===== config.mk =====
export PLATFORM = sky130hd
export DESIGN_NAME = key_event_encoder_flat
export DESIGN_NICKNAME = d
export VERILOG_FILES = /design/src/rtl/key_event_encoder_if.sv /design/src/rtl/key_event_encoder.sv /design/src/flat_wrapper.sv
export SDC_FILE = /design/constraint.sdc
export NUM_CORES = 1
export LEC_CHECK = 0
export ABC_CLOCK_PERIOD_IN_PS = 4500
export CORE_UTILIZATION = 55
export CTS_CLUSTER_DIAMETER = 100
export DETAILED_ROUTE_END_ITERATION = 10
export GPL_TIMING_DRIVEN = 0
export PLACE_DENSITY = 0.75
export SLEW_MARGIN = 20
export SYNTH_ARGS = -nofsm -noshare
export SYNTH_HDL_FRONTEND = slang
export SYNTH_SLANG_ARGS = --single-unit

===== constraint.sdc =====
create_clock -name clk -period 4.5 [get_ports clk]
set_clock_uncertainty 0.05 [all_clocks]
set_input_delay 0.675 -clock clk [delete_from_list [all_inputs] [get_ports clk]]
set_output_delay 0.675 -clock clk [all_outputs]
set_load 0.02 [all_outputs]

===== src/rtl/key_event_encoder_if.sv =====
// key_event_encoder_if: valid/ready event channel from the key input stage to the calculator core.
interface key_event_encoder_if;
   logic       key_valid;
   logic [4:0] key_code;
   logic       key_ready;
   modport master (output key_valid, key_code, input key_ready);
   modport slave (input key_valid, key_code, output key_ready);
endinterface


===== src/rtl/key_event_encoder.sv =====
// key_event_encoder: synchronise, debounce and encode keypad/switch presses into a queued event stream.
// Define KEY_REPEAT_EN to re-enqueue a single held key after REPEAT_DELAY, then every REPEAT_RATE cycles.
module key_event_encoder #(
   parameter int DEB_CYCLES   = 16,
   parameter int FIFO_DEPTH   = 4,
   parameter int REPEAT_DELAY = 2048,
   parameter int REPEAT_RATE  = 512
) (
   input  logic                             clk,
   input  logic                             rst,
   input  logic [11:0]                      swp_i,
   input  logic [7:0]                       swd_i,
   key_event_encoder_if.master              kif,
   output logic                             key_held_o,
   output logic [$clog2(FIFO_DEPTH+1)-1:0]  fifo_level_o,
   output logic                             ovf_o,
   output logic                             multi_o
);
   localparam int CW = $clog2(DEB_CYCLES + 1);
   localparam int PW = $clog2(FIFO_DEPTH);
   localparam int LW = $clog2(FIFO_DEPTH + 1);

   logic [19:0]   s1_q, s2_q, prev_q, deb_q, deb_d, new_w;
   logic [CW-1:0] cnt_q, cnt_d;
   logic [4:0]    mem_q [FIFO_DEPTH];
   logic [PW-1:0] wr_q, rd_q;
   logic [LW-1:0] lvl_q;
   logic [4:0]    push_code;
   logic          change, push, pop, full, do_push, ovf_d, multi_d;
   logic          key_held_q, ovf_q, multi_q;

   // Vector layout is {swp, swd}; the lowest key code wins when several bits are set.
   function automatic logic [4:0] enc(input logic [19:0] v);
      logic [23:0] byc;
      byc = '0;
      byc[23:16] = v[7:0];
      byc[11] = v[8];
      byc[10] = v[9];
      byc[0] = v[10];
      for (int k = 3; k < 12; k++) byc[12-k] = v[8+k];
      enc = 5'd0;
      for (int i = 23; i >= 0; i--) if (byc[i]) enc = 5'(i);
   endfunction

   always_comb begin
      change  = s2_q != prev_q;
      cnt_d   = change ? '0 : (cnt_q == CW'(DEB_CYCLES) ? cnt_q : cnt_q + 1'b1);
      deb_d   = (!change && cnt_q == CW'(DEB_CYCLES)) ? s2_q : deb_q;
      new_w   = deb_d & ~deb_q;
      multi_d = (new_w & (new_w - 20'd1)) != '0;
      pop     = kif.key_valid & kif.key_ready;
      full    = lvl_q == LW'(FIFO_DEPTH);
      do_push = push & (~full | pop);
      ovf_d   = push & full & ~pop;
   end

`ifdef KEY_REPEAT_EN
   localparam int RW = $clog2((REPEAT_DELAY > REPEAT_RATE ? REPEAT_DELAY : REPEAT_RATE) + 1);
   logic [RW-1:0] rpt_q, rpt_d;
   logic          single, rpt;

   // Timer counts down to the next repeat; any debounced change reloads the initial delay.
   always_comb begin
      single    = deb_q != '0 && (deb_q & (deb_q - 20'd1)) == '0;
      rpt       = deb_d == deb_q && single && rpt_q == '0;
      rpt_d     = deb_d != deb_q ? RW'(REPEAT_DELAY - 1) :
                  rpt ? RW'(REPEAT_RATE - 1) :
                  rpt_q != '0 ? rpt_q - 1'b1 : rpt_q;
      push      = (|new_w) | rpt;
      push_code = |new_w ? enc(new_w) : enc(deb_q);
   end

   always_ff @(posedge clk) rpt_q <= rst ? '0 : rpt_d;
`else
   logic unused_rpt;
   assign unused_rpt = ^{REPEAT_DELAY, REPEAT_RATE};

   always_comb begin
      push      = |new_w;
      push_code = enc(new_w);
   end
`endif

   always_ff @(posedge clk) begin
      if (rst) begin
         s1_q       <= '0;
         s2_q       <= '0;
         prev_q     <= '0;
         cnt_q      <= '0;
         deb_q      <= '0;
         key_held_q <= 1'b0;
         ovf_q      <= 1'b0;
         multi_q    <= 1'b0;
         mem_q      <= '{default: '0};
         wr_q       <= '0;
         rd_q       <= '0;
         lvl_q      <= '0;
      end else begin
         s1_q       <= {swp_i, swd_i};
         s2_q       <= s1_q;
         prev_q     <= s2_q;
         cnt_q      <= cnt_d;
         deb_q      <= deb_d;
         key_held_q <= |deb_d;
         ovf_q      <= ovf_d;
         multi_q    <= multi_d;
         if (do_push) begin
            mem_q[wr_q] <= push_code;
            wr_q        <= wr_q + 1'b1;
         end
         if (pop) rd_q <= rd_q + 1'b1;
         lvl_q <= lvl_q + LW'(do_push) - LW'(pop);
      end
   end

   assign kif.key_valid = lvl_q != '0;
   assign kif.key_code  = mem_q[rd_q];
   assign key_held_o    = key_held_q;
   assign fifo_level_o  = lvl_q;
   assign ovf_o         = ovf_q;
   assign multi_o       = multi_q;
endmodule


===== src/flat_wrapper.sv =====
// flat-port wrapper written by rule: the top's interface ports become plain ports
module key_event_encoder_flat 
#(
   parameter int DEB_CYCLES   = 16,
   parameter int FIFO_DEPTH   = 4,
   parameter int REPEAT_DELAY = 2048,
   parameter int REPEAT_RATE  = 512
)
  (clk, rst, swp_i, swd_i, key_held_o, fifo_level_o, ovf_o, multi_o, kif_key_valid, kif_key_code, kif_key_ready);
  key_event_encoder_if kif_i ();
  input  logic clk;
  input  logic rst;
  input  logic [11:0] swp_i;
  input  logic [7:0] swd_i;
  output logic key_held_o;
  output logic [$clog2(FIFO_DEPTH+1)-1:0] fifo_level_o;
  output logic ovf_o;
  output logic multi_o;
  output wire logic [$bits(kif_i.key_valid)-1:0] kif_key_valid;
  output wire logic [$bits(kif_i.key_code)-1:0] kif_key_code;
  input wire logic [$bits(kif_i.key_ready)-1:0] kif_key_ready;
  assign kif_key_valid = kif_i.key_valid;
  assign kif_key_code = kif_i.key_code;
  assign kif_i.key_ready = kif_key_ready;
  key_event_encoder #(.DEB_CYCLES(DEB_CYCLES), .FIFO_DEPTH(FIFO_DEPTH), .REPEAT_DELAY(REPEAT_DELAY), .REPEAT_RATE(REPEAT_RATE)) u_core (.clk(clk), .rst(rst), .swp_i(swp_i), .swd_i(swd_i), .kif(kif_i), .key_held_o(key_held_o), .fifo_level_o(fifo_level_o), .ovf_o(ovf_o), .multi_o(multi_o));
endmodule

* After elaboration in Yosys (flattened, before gate mapping) *
Cells that the tools add are included.

operators by class
  $add $sub $neg = 6
  equality and inequality tests = 3
  magnitude comparators = 3
  bitwise gates (word level) = 12
  muxes and demuxes = 27
  reductions and logical operators = 8

operator list
  cell                                                                          number
  5-bit two-way mux                                                             23
  20-bit bitwise AND                                                            2
  20-bit OR reduction                                                           2
  20-bit bitwise mux                                                            1
  20-bit two-way mux                                                            1
  20-bit inequality test                                                        1
  20-bit NOT                                                                    1
  20-bit nonzero test                                                           1
  20-bit by 1-bit subtractor with 20-bit output, second input constant          1
  5-bit binary-select mux with 2-bit select                                     1
  5-bit demux with 2-bit select                                                 1
  3-bit greater-or-equal comparator, second input constant                      2
  2-bit NOT with 3-bit output                                                   2
  5-bit by 1-bit adder with 5-bit output, second input constant                 1
  5-bit equality test, second input constant                                    1
  2-bit by 1-bit adder with 2-bit output, second input constant                 2
  1-bit bitwise AND                                                             4
  3-bit by 1-bit adder with 3-bit output                                        1
  3-bit equality test, second input constant                                    1
  3-bit by 1-bit less-than comparator with 1-bit output, second input constant  1
  3-bit nonzero test                                                            1
  3-bit by 1-bit subtractor with 3-bit output                                   1
  1-bit logical AND                                                             2
  1-bit NOT                                                                     2
  other kinds (3)                                                               3

word-level totals
  input bits = 23
  register bits = 115

* Longest topological paths before layout *
  depth in word-level cells = 26
  depth in mapped cells = 15
  mapped depth without buffers = 12

* Worst setup path before layout *
No wires, ideal clock.

  kind = register to register
  start point = register u_core.s2_q[8]
  end point = register u_core.lvl_q[2], in the netlist u_core.fifo_level_o[2]
  library setup time = 0.128 ns
  stages on the path, launching flop included = 15
  data required time = 4.322 ns
  clock period less this slack = 2.676 ns
  arrival = 2.499 ns
  slack = 1.824 ns
  cells stage by stage = dfxtp_1 xor2_1 nor4_2 nand3_1 nor3_1 buf_4 buf_6 nand2_1 nor2_1 ha_1 inv_1 fa_1 xor2_1 xnor2_1 nor2_1

between the ends
  cells in the longest elaborated chain, start to end = 9

ends and longest elaborated chain
  element                                        line                      source
  start: declaration                             key_event_encoder.sv:23   logic [19:0] s1_q, s2_q, prev_q, deb_q, deb_d, new_w;
  start signal: assignment                       key_event_encoder.sv:100  s2_q <= s1_q;
  20-bit inequality test                         key_event_encoder.sv:46   change = s2_q != prev_q;
  1-bit zero test                                key_event_encoder.sv:48   deb_d = (!change && cnt_q == CW'(DEB_CYCLES)) ? s2_q : deb_q;
  1-bit logical AND                              key_event_encoder.sv:48
  20-bit two-way mux *                           key_event_encoder.sv:48
  20-bit bitwise AND *                           key_event_encoder.sv:49   new_w = deb_d & ~deb_q;
  20-bit OR reduction *                          key_event_encoder.sv:79   push = |new_w;
  1-bit bitwise AND *                            key_event_encoder.sv:53   do_push = push & (~full | pop);
  net u_core.do_push                             key_event_encoder.sv:29   logic change, push, pop, full, do_push, ovf_d, multi_d;
  3-bit by 1-bit adder with 3-bit output *       key_event_encoder.sv:112  lvl_q <= lvl_q + LW'(do_push) - LW'(pop);
  3-bit by 1-bit subtractor with 3-bit output *  key_event_encoder.sv:112
  end signal: assignment                         key_event_encoder.sv:112
  end: declaration                               key_event_encoder.sv:27   logic [LW-1:0] lvl_q;

The timed path passes the listed nets; every way through them passes the cells marked *.
A chain may end at the register's enable or synchronous reset.

* Final worst setup path *
  start point = register u_core.rd_q[0]
  end point = output port kif_key_code[3]

between the ends
  cells in the longest elaborated chain, start to end = 4

ends and longest elaborated chain
  element                                               line                      source
  start: declaration                                    key_event_encoder.sv:26   logic [PW-1:0] wr_q, rd_q;
  start signal: assignment                              key_event_encoder.sv:111  if (pop) rd_q <= rd_q + 1'b1;
  2-bit NOT with 3-bit output (not written as such)     key_event_encoder.sv:117  assign kif.key_code = mem_q[rd_q];
  5-bit binary-select mux with 2-bit select             key_event_encoder.sv:117
  5-bit two-way mux (not written as such) (2 in a row)  key_event_encoder.sv:117
  end: declaration                                      flat_wrapper.sv:20        output wire logic [$bits(kif_i.key_code)-1:0] kif_key_code;

No other way between the ends. The select of a mux whose other input is x is not followed.

==> flow_summary_export.csv <==
group,metric,value,unit
status,outcome,"finished clean",
synth,ys_ff_latch,115,
sta,layout_min_cycle_time,3.14,ns
floorplanning,die_area,9220,µm²
sta,rsz0062_at_grt,"false",
detailed_routing,drtIter0Drc,231,
clocking,clkLatencyLatePin,0.52,ns
critical_path,critPathKind,"flop to primary output",
detailed_routing,drt-total-wl,10900,µm
layout,nFillCells,660,
clocking,ctsResizeCount,0,
worst_hold_path,hold_start,"u_core.s1_q[19]",
floorplanning,start_util,58.0,%
place,portBuffers,33,
place,gp_congestion,0.870,
global_route,gr-usage-all-layers,26.6,%
power_and_ir_drop,p_per_area,465,nW/µm²
synth,avgSynthCellArea,10.1,µm²
sta,tns,0,ns
detailed_routing,vias,3604,
clocking,cts_buffer_depth,2,
critical_path,setup.worst_path.end_class,"primary output",
synth,synth_top_cell_by_area,"dfxtp_1",
layout,syn_to_final_growth,21.9,%
worst_hold_path,hold_depth,1,
clocking,clk_pin_slew_worst_paths,0.05,ns
critical_path,cp.arrival,2.41,ns
global_route,grt_pass1_wl,17800,µm
critical_path,critical-path-max-stage-delay,0.59,ns
sta,hold_viol,0,
worst_hold_path,whs_endpoint,"u_core.s2_q[19]",
detailed_routing,avgViaCountPerCell,5.54,
synth,synth-compound-area-share,4.79,%
critical_path,critPathMaxFanout,7,
synth,syn_inst,480,
clocking,cts_tree,"built",
clocking,numCtsBuffers,17,
sta,slew_headroom,56.5,%
global_route,grt_max_degree,17,
clocking,cts_root_buffer,"clkbuf_8",
layout,diodes,0,
worst_hold_path,min_path_type,"flop to flop",
clocking,postCtsSetupBuffers,0,
global_route,grt_overflow,0,
synth,synth_fp_nets,512,
clocking,cts_sinks,115,
sta,period_share,69.7,%
detailed_routing,wl_per_cell,16.7,µm
floorplanning,die_x,96,µm
layout,drive_gt1_share,8.99,%
synth,synth_top_family_by_area,"simple AND/OR/NAND/NOR gates",
power_and_ir_drop,power,2760,µW
detailed_routing,drt_pass1_iterations,4,
place,dpl.hpwl,7560,µm
critical_path,worst_ep_required_time,3.77,ns
detailed_routing,detail-route-antenna-nets,0,
clocking,htree_levels,4,
synth,synth_fa_ha_area_share,2.47,%
synth,synth.distinct_cells,45,
critical_path,path_cells,"clkbuf_1 > mux4_2 > clkdlybuf4s50_1",
synth,synthesis.area,4860,µm²
layout,layout_common_cells,"dfxtp_1 (115), nor2b_1 (68), mux2i_1 (40), nand2b_1 (38)",
detailed_routing,drc,0,
global_route,antenna_found_initial,0,
layout,final_common_cell,"dfxtp_1",
floorplanning,rows,33,
critical_path,r2r_slack,1.38,ns
critical_path,rr_worst_depth,14,
sta,clock.fmax,0.319,GHz
critical_path,start_kind,"flop",
sta,slew_violations,0,
critical_path,slowest_stage,"mux4_2",
synth,yosysWarnings,0,
power_and_ir_drop,leakage,0.00250,µW
run,maxCapViolCount,0,
sta,tightest_slew,0.652,ns
clocking,cts_hold_buffers,0,
synth,synth-xor-area-share,5.05,%
power_and_ir_drop,peakVddDrop,0.279,mV
synth,yosys-top-cells-area,"dfxtp_1 (47%), nor2b_1 (8.8%), mux2i_1 (8.2%)",
critical_path,worstReg2RegEnd,"u_core.fifo_level_o[2]",
synth,synth_top_area_share,47.4,%
critical_path,r2r_start,"u_core.s2_q[5]",
global_route,grt_pass1_vias,3611,
floorplanning,core-area,8380,µm²
floorplanning,io_pins,35,
sta,setup_viol,0,
synth,seq_area_frac_synth,47.4,%
synth,yosys.area_share.simple,27.1,%
layout,final_nets,564,
synth,synth.area.mux_share,10.6,%
floorplanning,die_y,96,µm
==> final cells by class <==
class                      count  area, µm²  share of cell area, %
sequential                   115       2300                   38.9
inverter                       7       26.3                  0.444
multi-input combinational    336       2430                   41.0
clock inverter                11        154                   2.60
tap                          105        131                   2.22
buffer                        22        104                   1.75
clock buffer                  21        449                   7.58
timing repair buffer          33        330                   5.58
==> routing by layer <==
metal	global-route usage (%)	vias up	routed length (µm)
li1	-	1757	-
met5	0	-	0
met2	43.8	125	5210
met4	15.9	0	406
met3	9.72	36	764
met1	29.3	1686	4490
==> worst max-delay path, delay by kind of cell (launching register included) <==
family	cells	cell delay, ns
muxes	1	0.59
DFF	1	0.30
buffers and inverters	2	1.00
==> Yosys cell counts, drive strengths merged <==
library cell / number
a2111o: 1
a2111oi: 1
a211oi: 5
a21oi: 8
a31oi: 3
and2: 1
and3: 2
buf: 7
clkbuf: 15
dfxtp: 115
fa: 1
ha: 8
inv: 7
mux2i: 40
mux4: 5
nand2: 16
nand2b: 38
nand3: 13
nand4: 12
nand4bb: 1
nor2: 33
nor2b: 68
nor3: 10
nor3b: 1
nor4: 17
nor4b: 1
o2111ai: 2
o211ai: 5
o21ai: 5
o22ai: 2
o31ai: 2
o32ai: 1
or2: 1
or2b: 2
or3: 2
or4b: 1
xnor2: 3
xor2: 25
==> kinds of logic (layout without fill, tap and decap cells) <==
family                   Yosys count  after routing
XOR/XNOR                          28             28
buffers and inverters             29             94
multiplexers                      45             45
AND/OR/NAND/NOR                  219            219
adder cells (fa/ha/maj)            9              9
AO/OA/AOI/OAI                     35             35
flip-flops                       115            115
==> per-stage QoR <==
stage | worst slack, ns | instances | hold slack (ns) | cell area [µm²] | utilization [%]
floorplan | 1.82 | 480 | 0.364 | 4860 | -
CTS | 1.32 | 650 | 0.388 | 5920 | 70.7
global placement | 1.43 | 618 | 0.367 | 5320 | 63.5
finish | 1.36 | 650 | 0.385 | 5920 | 70.7
detailed placement | 1.36 | 618 | 0.375 | 5320 | 63.5
global route | 1.14 | 650 | 0.404 | 5920 | 70.7
==> sequential cells by signal (all words and copies together), names as in the netlist, 2 cells and up <==
signal               count
u_core.deb_q            20
u_core.mem_q            20
u_core.prev_q           20
u_core.s1_q             20
u_core.s2_q             20
u_core.cnt_q             5
u_core.fifo_level_o      3
u_core.rd_q              2
u_core.wr_q              2
==> how the worst max path moves through the flow <==
| stage | start | to | slack [ns] | cells past startpoint |
|---|---|---|---|---|
| global route | u_core.s2_q[14] | u_core.fifo_level_o[2] | 1.14 | 14 |
| global placement | u_core.s2_q[5] | u_core.fifo_level_o[2] | 1.43 | 14 |
| CTS | u_core.rd_q[0] | kif_key_code[3] | 1.32 | 3 |
| floorplan | u_core.s2_q[8] | u_core.fifo_level_o[2] | 1.82 | 14 |
| detailed placement | u_core.s2_q[5] | u_core.fifo_level_o[2] | 1.36 | 14 |
| finish | u_core.rd_q[0] | kif_key_code[3] | 1.36 | 3 |
==> where the power goes <==
group          switching [µW]  total, µW  internal, µW
combinational             167        312           146
clock                     480       1350           875
sequential               33.1       1090          1060
total                     679       2760          2080
Note: power is estimated with default switching activity, not from simulation.
